$ cat src/rtl/seq_chunk_adder.sv
// rtl/seq_chunk_adder.sv - multi-cycle add/subtract, CHUNK bits per clock
// Operands are latched on accept; chunk k is summed on the k-th CALC edge, LSB chunk first.
`timescale 1ns/1ps
module seq_chunk_adder #(
  parameter int WIDTH = 16,
  parameter int CHUNK = 4
) (
  input  logic             clk,
  input  logic             rst_n,
  input  logic             in_valid,
  output logic             in_ready,
  input  logic [WIDTH-1:0] a,
  input  logic [WIDTH-1:0] b,
  input  logic             c_in,
  input  logic             sub,
  output logic             out_valid,
  input  logic             out_ready,
  output logic [WIDTH-1:0] sum,
  output logic             c_out,
  output logic             ovf
);

  localparam int N  = WIDTH / CHUNK;
  localparam int KW = (N > 1) ? $clog2(N) : 1;
  localparam logic [WIDTH-1:0] CHUNK_MASK = WIDTH'({CHUNK{1'b1}});

  typedef enum logic [1:0] {S_IDLE, S_CALC, S_DONE} state_t;

  state_t           r_state;
  state_t           w_state_next;
  logic [WIDTH-1:0] r_a;
  logic [WIDTH-1:0] r_b;
  logic [WIDTH-1:0] r_sum;
  logic             r_carry;
  logic             r_c_out;
  logic             r_ovf;
  logic [KW-1:0]    r_k;

  int               w_shamt;
  logic [CHUNK-1:0] w_a_chunk;
  logic [CHUNK-1:0] w_b_chunk;
  logic [CHUNK:0]   w_chunk_res;
  logic [WIDTH-1:0] w_sum_next;
  logic             w_top_carry_in;
  logic             w_last_chunk;
  logic             w_accept;

  // Chunk selection by shifting keeps every select constant-width.
  always_comb begin
    w_shamt        = int'(r_k) * CHUNK;
    w_a_chunk      = CHUNK'(r_a >> w_shamt);
    w_b_chunk      = CHUNK'(r_b >> w_shamt);
    w_chunk_res    = {1'b0, w_a_chunk} + {1'b0, w_b_chunk} + {{CHUNK{1'b0}}, r_carry};
    w_sum_next     = (r_sum & ~(CHUNK_MASK << w_shamt))
                   | (WIDTH'(w_chunk_res[CHUNK-1:0]) << w_shamt);
    // Carry into the chunk MSB, recovered from the MSB's own sum bit.
    w_top_carry_in = w_a_chunk[CHUNK-1] ^ w_b_chunk[CHUNK-1] ^ w_chunk_res[CHUNK-1];
    w_last_chunk   = (r_k == KW'(N - 1));
  end

  always_comb begin
    w_state_next = r_state;
    in_ready     = 1'b0;
    out_valid    = 1'b0;
    w_accept     = 1'b0;
    case (r_state)
      S_IDLE: begin
        in_ready = 1'b1;
        if (in_valid) begin
          w_accept     = 1'b1;
          w_state_next = S_CALC;
        end
      end
      S_CALC: begin
        if (w_last_chunk) w_state_next = S_DONE;
      end
      S_DONE: begin
        out_valid = 1'b1;
        if (out_ready) w_state_next = S_IDLE;
      end
      default: w_state_next = S_IDLE;
    endcase
  end

  always_ff @(posedge clk or negedge rst_n) begin
    if (!rst_n) begin
      r_state <= S_IDLE;
      r_a     <= '0;
      r_b     <= '0;
      r_sum   <= '0;
      r_carry <= 1'b0;
      r_c_out <= 1'b0;
      r_ovf   <= 1'b0;
      r_k     <= '0;
    end else begin
      r_state <= w_state_next;
      if (w_accept) begin
        r_a     <= a;
        r_b     <= sub ? ~b : b;
        r_carry <= sub | c_in;
        r_sum   <= '0;
        r_k     <= '0;
      end else if (r_state == S_CALC) begin
        r_sum   <= w_sum_next;
        r_carry <= w_chunk_res[CHUNK];
        r_c_out <= w_chunk_res[CHUNK];
        r_ovf   <= w_top_carry_in ^ w_chunk_res[CHUNK];
        r_k     <= w_last_chunk ? '0 : r_k + KW'(1);
      end
    end
  end

  assign sum   = r_sum;
  assign c_out = r_c_out;
  assign ovf   = r_ovf;

endmodule
$ cat config.mk
export PLATFORM = sky130hd
export DESIGN_NAME = seq_chunk_adder
export DESIGN_NICKNAME = d
export VERILOG_FILES = /design/src/rtl/seq_chunk_adder.sv
export SDC_FILE = /design/constraint.sdc
export NUM_CORES = 1
export LEC_CHECK = 0
export CAP_MARGIN = 20
export CELL_PAD_IN_SITES_DETAIL_PLACEMENT = 0
export CELL_PAD_IN_SITES_GLOBAL_PLACEMENT = 1
export CORE_MARGIN = 5
export CORE_UTILIZATION = 44
export CTS_CLUSTER_DIAMETER = 50
export DETAILED_ROUTE_END_ITERATION = 8
export PLACE_DENSITY_LB_ADDON = 0.1
export SYNTH_ARGS = -nofsm -noshare
export SYNTH_HDL_FRONTEND = slang
export SYNTH_SLANG_ARGS = --single-unit
$ cat constraint.sdc
create_clock -name clk -period 4.8 [get_ports clk]
set_clock_uncertainty 0.15 [all_clocks]
set_input_delay 0.96 -clock clk [delete_from_list [all_inputs] [get_ports clk]]
set_output_delay 0.96 -clock clk [all_outputs]
set_load 0.005 [all_outputs]
Word-level counts from Yosys, hierarchy flattened
Index checks and enable logic that the tools add are counted.
Widths: inputs -> output; s select.
- output and inout port bits: 20
- input port bits: 38
- word-level logic and storage cells: 50
- register bits: 55
- reductions and logical operators: 4
- bitwise operators: 9
- equality and inequality tests: 6
- add/sub/neg operators: 3
- mux-type cells: 16
- shifts and indexed selects: 4
- operators by type and width (cell ; number):
    $mux 16 ; 3
    $not 16->16 ; 2
    $shr 16x4->4 ; 2
    $and 16x16->16 ; 1
    $or 16x16->16 ; 1
    $shl 4x4->16 ; 1
    $shl 4x4->16 const A ; 1
    $mux 2 ; 6
    $mux 1 ; 6
    $ne 2x2->1 const B ; 3
    $pmux 2 s3 ; 1
    $add 4x4->5 ; 1
    $add 5x1->5 ; 1
    $eq 2x2->1 const B ; 2
    $reduce_and 3->1 ; 1
    $xor 1x1->1 ; 3
    $add 2x1->2 const B ; 1
    $eq 2x1->1 const B ; 1
    $logic_not 2->1 ; 1
    $reduce_and 2->1 ; 1
    $reduce_bool 2->1 ; 1
    $not 1->1 ; 1
    $or 1x1->1 ; 1

Longest topological paths before layout
Gate-level depths: netlist of run 1.
- word-level depth: 7
- mapped depth: 8

Least setup slack after synthesis of run 1
OpenSTA, ideal clock, no wires.
- path type: flip-flop to flip-flop
- start point: register r_k[0]
- end point: register r_carry
- period minus slack after synthesis: 2.927 ns
- buffers on the path: 1
- cell stages (with the launch flop): 9
- library setup time: 0.128 ns
- path slack: 1.873 ns
- arrival time: 2.649 ns
- cell sequence: dfrtp_1 buf_2 mux4_2 fa_1 fa_1 a21o_1 a21oi_1 and2_1 o31ai_1
- cells in the longest elaborated chain, start to end: 5
- elaborated cells on any way between the ends: 6
- classes of those cells: add/sub (2); shift (2); mux (2)
- RTL lines (what ; line ; RTL):
    from (decl) ; 37 ; logic [KW-1:0] r_k;
    from (signal assigned) ; 108 ; r_k <= w_last_chunk ? '0 : r_k + KW'(1);
    $shr 16x4->4 (on tied branches) ; 51, 52 ;
    $add 4x4->5 (*) ; 53 ; w_chunk_res = {1'b0, w_a_chunk} + {1'b0, w_b_chunk} + {{CHUNK{1'b0}}, r_carry};
    $add 5x1->5 (*) ; 53 ;
    $mux 1 (*) ; 103 ; end else if (r_state == S_CALC) begin
    $mux 1 (*) ; 97 ; if (w_accept) begin
    to (signal assigned) ; 100 ; r_carry <= sub | c_in;
    to (signal assigned) ; 105 ; r_carry <= w_chunk_res[CHUNK];
    to (decl) ; 34 ; logic r_carry;
Mark *: on every way between the ends. The rest lies on a longest branch, timed or not. The select of a mux whose other input is x is not followed.
A chain may end at the register's enable or synchronous reset.

Final worst setup path of run 1
- start point: register r_k[1]
- end point: register r_carry
Same word-level chain as after synthesis.

==> reports/metrics.yaml, run 1 <==
grt_max_degree: 56
synth_cell_type_count: 28
synth_cells: 206
cts_sinks: 55
num_vias: 1706
cts_made_buffers: 5
clk_path_buf_depth: 2
setup_tns_ns: 0
r2r_setup_slack_ns: 1.94
final_common_cell: "clkdlybuf4s50_1"
htree_num_levels: 2
report.final.setup_viol: 0
fp.dieW_um: 88.21
rsz0062_at_grt: "false"
fillCellCount: 508
post_synth_xor_area_fraction_pct: 6.183
cp_max_fo: 14
setup_ws_ns: 1.943
yosysTopAreaCell: "dfrtp_1"
place_inst: 328
achievable-frequency_mhz: 350.0
placementRows: 28
dp_slack_ns: 1.925
instances_no_fill: 336
cts.hold.buffers_added: 0
synthesis.area_per_instance_um2: 13.06
maxCapViolations: 0
slew-limit-headroom_pct: 41.65
hpwl_mm: 3.856
complex_gate_fraction_of_the_synthesized_area_pct: 12.27
cts.repair.resized: 0
post_cts_buffers: 0
grt_antenna_before_repair: 0
timing.final.crit_share_pct: 59.52
arrival_ns: 2.88
timing.reg2reg.worst_path_depth: 7
globalRouteTotalUtil_pct: 14.82
largest_voltage_drop_on_the_vdd_net_uv: 337.3
worst-slew-pin-transition_ns: 0.8726
firstDrtPassIters: 4
leakage_nw: 1.415
drt-vias-per-instance: 5.077
post_synth_fa_ha_maj_area_fraction_pct: 4.742
cts_root_buf: "clkbuf_8"
register_bit_total_from_synthesis: 55
overall_power_mw: 2.492
reg_to_reg_critical_path_startpoint: "r_k[1]"
mux_contribution_to_synthesized_area_pct: 15.48
first_iter_violations: 67
layout-drive-gt1-share_pct: 14.18
mostFrequentLayoutCells: "56 x clkdlybuf4s50_1, 55 x dfrtp_1, 19 x nor2_1"
worst_hold_path.endpoint: "sum[8]"
final_hold_violation_count: 0
core_area_um2: 5921
fin_nets: 307
die_area_um2: 7781
cts_tree: "built"
power_per_cell_area_nw_per_um2: 740.4
grt_pass1_vias: 1781
hp-class: "flip-flop to flip-flop"
routed_wire_length_per_instance_um: 15.70
setup.worst_path.end_class: "flip-flop"
synthDominantCellAreaShare_pct: 51.14
ant_nets: 0
timing_max_transition_violations_final: 0
min_delay_path_depth: 1
global_route_total_overflow: 0
die-height_um: 88.21
clkSlewWorstSetupHoldPaths_ns: 0.09
synth.cell_area_um2: 2691
critical_path_class: "flip-flop to flip-flop"
worstReg2RegEnd: "r_carry"
synth-warning-count: 0
grt_pass1_wl_mm: 8.742
initial_utilization_pct: 45.46
start_kind: "flip-flop"
area_contributors_post_synth: "dfrtp_1 51%, mux2_4 8.4%, mux4_2 6.7%"
synth_nets: 253
drc_errors: 0
hold_path_startpoint: "sum[8]"
outcome: "finished, final reports clean"
gp_congestion: 0.7507
io-pin-count: 58
synthSimpleGateAreaFrac_pct: 6.183
antenna_cells: 0
worstSkewPairLatency_ns: 0.30
critical_path_required_ns: 4.82
placement.io_buffers: 57
layout_min_cycle_time_ns: 2.857
finalWirelength_mm: 5.276
ys_seq_area_share_pct: 51.14
area_growth_pct: 25.06
synth_top_family_by_area: "multiplexers"
cell families after synthesis:
group           after synthesis
mux                          24
flops                        55
fa+ha+maj                     9
compound gates               48
xor+xnor                     19
simple gates                 37
buf+inv                      14
critical path: stages (launching register included):
cell	delay (ns)
dfrtp_1	0.69
mux4_2	0.40
fa_1	0.44
fa_1	0.41
a21o_1	0.18
a21oi_1	0.19
and2_1	0.18
o31ai_1	0.08
worst max-delay path by stage:
stage / startpoint / endpoint / slack (ns) / depth (start not counted)
after floorplan: r_k[0] / r_carry / 1.87 / 8
after global placement: r_k[1] / r_carry / 1.94 / 7
after detailed placement: r_k[1] / r_carry / 1.93 / 7
after CTS: r_k[1] / r_carry / 1.91 / 7
after global routing: r_k[1] / r_carry / 1.77 / 7
final: r_k[1] / r_carry / 1.94 / 7
synth_stat cells:
cell type   n
buf_2       5
o21ai_0     3
a21o_1      6
ha_1        7
inv_1       2
dfrtp_1    55
nor2_1     19
nand2b_1    3
buf_4       2
a21oi_2     1
and2_4      1
buf_6       4
nor2_2      1
nor3_1      4
a22o_1     17
o21bai_1    1
fa_1        2
mux2_2      1
nand2_1     6
xnor2_1    18
nor2b_1     2
mux2_4     15
mux4_2      8
a21oi_1    18
buf_8       1
xor2_1      1
o31ai_1     2
and2_1      1
per-layer routing:
| layer | vias up | track usage, % | part of all wire (%) |
|---|---|---|---|
| li1 | 838 | - | - |
| met1 | 823 | 20.25 | 45 |
| met3 | 6 | 3.724 | 5.2 |
| met4 | 0 | 3.297 | 0.97 |
| met2 | 39 | 24.07 | 48 |
| met5 | - | 0 | 0 |
through the flow:
stage	hold slack (ns)	cell area [µm²]	utilization, %
detailed placement	0.3421	3266	55.16
finish	0.3577	3366	56.85
global route	0.3782	3366	56.85
CTS	0.3649	3366	56.85
floorplan	0.3233	2691	-
global placement	0.3415	3266	55.16
area by class of cell:
| cell class | instances | area (µm²) | area share, % |
|---|---|---|---|
| clock buffers | 8 | 100.1 | 2.974 |
| inverters | 2 | 7.507 | 0.2230 |
| multi-input cells | 137 | 1207 | 35.87 |
| flip-flops and latches | 55 | 1376 | 40.89 |
| well taps | 75 | 93.84 | 2.788 |
| repair buffers | 59 | 580.6 | 17.25 |
flip-flops by register name, indices dropped and copies added (netlist names):
signal,count
r_carry,1
c_out,1
r_b,16
r_a,16
ovf,1
r_k,2
sum,16
r_state,2
power by group:
group	switching (mW)	leakage (nW)	internal (mW)
clock	0.142	0.0515	0.132
sequential	0.158	0.657	0.689
combinational	0.633	0.706	0.737
total	0.933	1.41	1.56
(Power assumes the default switching activity.)
==> inputs of run 2 (changes only) <==
--- a/config.mk
+++ b/config.mk
@@ -9,7 +9,7 @@
 export CELL_PAD_IN_SITES_DETAIL_PLACEMENT = 0
 export CELL_PAD_IN_SITES_GLOBAL_PLACEMENT = 1
 export CORE_MARGIN = 5
-export CORE_UTILIZATION = 44
+export CORE_UTILIZATION = 37
 export CTS_CLUSTER_DIAMETER = 50
 export DETAILED_ROUTE_END_ITERATION = 8
 export PLACE_DENSITY_LB_ADDON = 0.1
==> constraint.sdc (replaced) <==
create_clock -name clk -period 2.53 [get_ports clk]
set_clock_uncertainty 0.15 [all_clocks]
set_input_delay 0.506 -clock clk [delete_from_list [all_inputs] [get_ports clk]]
set_output_delay 0.506 -clock clk [all_outputs]
set_load 0.005 [all_outputs]
==> run 2 against run 1 <==
Effect of this change: global-route usage is 0.95 points lower; non-clock buffer count is 10 higher; flip-flop and latch count stayed put; hold slack worse by 0.32 ns; via count is 4.5% higher; design area is 3.6% higher; critical path depth stayed put; critical endpoint unchanged; utilization is 8.2 points lower; power is 100% higher; register-to-register slack worse by 1.9 ns; first-iteration DRC count is 51% lower; combinational power is 120% higher.
==> reports/metrics.yaml, run 2 (synthesis results as in run 1) <==
fin_nets: 317
layout_min_cycle_time_ns: 2.509
rsz0062_at_grt: "true"
crit_path_cell_trace: "mux4_2 > fa_2 > fa_2 > a21o_1 > a21oi_2 > and2_4 > o31ai_2"
firstDrtPassIters: 5
achievable-frequency_mhz: 398.6
drt-vias-per-instance: 4.845
final_hold_violation_count: 0
fp.dieW_um: 95.29
critical_path_required_ns: 2.56
cts_tree: "built"
start_kind: "flip-flop"
instances_no_fill: 368
setup_tns_ns: 0
worst-slew-pin-transition_ns: 0.5717
num_vias: 1783
layout-drive-gt1-share_pct: 19.70
io-pin-count: 58
grt_max_degree: 28
placementRows: 31
global_route_total_overflow: 0
clk_path_buf_depth: 2
initial_utilization_pct: 37.51
timing.reg2reg.worst_path_depth: 7
cts_root_buf: "clkbuf_8"
critPathMostFrequentCell: "fa_2"
power_per_cell_area_nw_per_um2: 1445
crit_path_max_incr_delay_ns: 0.53
grt_pass1_vias: 1912
post_cts_buffers: 0
cts_made_buffers: 5
setup.worst_path.end_class: "flip-flop"
core_area_um2: 7176
leakage_nw: 1.464
antenna_cells: 0
final_common_cell: "clkdlybuf4s50_1"
place_inst: 362
mostFrequentLayoutCells: "56 x clkdlybuf4s50_1, 54 x dfrtp_1, 19 x nor2_1"
timing_max_transition_violations_final: 0
largest_voltage_drop_on_the_vdd_net_uv: 480.6
grt_antenna_before_repair: 0
first_iter_violations: 33
cp_max_fo: 4
grt_pass1_wl_mm: 9.535
hp-class: "input pin to asynchronous set/reset pin"
critical_path_class: "flip-flop to flip-flop"
slew-limit-headroom_pct: 61.60
timing.final.crit_share_pct: 99.16
clkSlewWorstSetupHoldPaths_ns: 0.09
maxCapViolations: 0
cts_sinks: 55
gp_congestion: 0.7156
htree_num_levels: 2
arrival_ns: 2.54
r2r_setup_slack_ns: 0.02
worstSkewPairLatency_ns: 0.30
ant_nets: 0
hpwl_mm: 4.490
fillCellCount: 663
finalWirelength_mm: 5.777
placement.io_buffers: 57
outcome: "finished, final reports clean"
cts.hold.buffers_added: 0
critPathSlowestCell: "mux4_2"
drc_errors: 0
overall_power_mw: 5.039
globalRouteTotalUtil_pct: 13.87
routed_wire_length_per_instance_um: 15.70
area_growth_pct: 29.61
report.final.setup_viol: 0
worstReg2RegEnd: "r_carry"
die_area_um2: 9079
die-height_um: 95.29
reg_to_reg_critical_path_startpoint: "r_k[0]"
[run 2: cell types whose count changed in the layout (fill, tap and decap cells not counted), sizes merged]
cell    change
buf        +10
clkbuf      -2
[run 2: cell type report]
cell class	instances	area [µm²]	share of cell area, %
Multi-Input combinational cell	137	1239	35.51
Clock buffer	6	72.57	2.080
Inverter	2	7.507	0.2152
Timing Repair Buffer	69	668.1	19.15
Tap cell	99	123.9	3.551
Sequential cell	55	1378	39.49
[run 2: power by group]
part / leakage [nW] / internal, mW / switching [mW]
Clock: 0.0371 / 0.186 / 0.267
Sequential: 0.656 / 1.31 / 0.270
Combinational: 0.770 / 1.65 / 1.35
Total: 1.46 / 3.15 / 1.89
[run 2: worst max path at each step]
stage                 from  slack (ns)  cells after the start  endpoint
global placement    r_k[0]        0.03                      7   r_carry
global route        r_k[0]       -0.09                      7   r_carry
detailed placement  r_k[0]        0.01                      7   r_carry
CTS                 r_k[0]      0.0006                      6   sum[14]
finish              r_k[0]        0.02                      7   r_carry
floorplan           r_k[0]       -0.10                      8   r_carry
[run 2: worst max-delay path: cells and delay by family (launching register included)]
family          cells  cell delay [ns]
fa+ha+maj           2             0.74
compound gates      3             0.39
mux                 1             0.53
flops               1             0.41
simple gates        1             0.17
[run 2: repair_timing]
item	4_1_cts	5_1_grt
gates resized for setup	1	4
setup endpoints to repair	2	11
pin swaps	3	2
[run 2: metal layers]
layer  wire length, µm  vias to the layer above  GRT usage [%]
met1              2539                      869          17.68
met3               252                       11          2.762
li1                  -                      852              -
met5                 0                        -              0
met4               113                        0          4.688
met2              2871                       51          23.50
[run 2: per-stage QoR]
step                area [µm²]  setup slack (ns)  util, %  hold WS, ns
global route              3488          -0.08951    48.61      0.07973
floorplan                 2708           -0.1035        -      0.06041
CTS                       3468         0.0006042    48.33      0.04663
finish                    3488           0.02133    48.61      0.03649
detailed placement        3393           0.01368    47.29       0.3428
global placement          3393           0.03173    47.29       0.3381
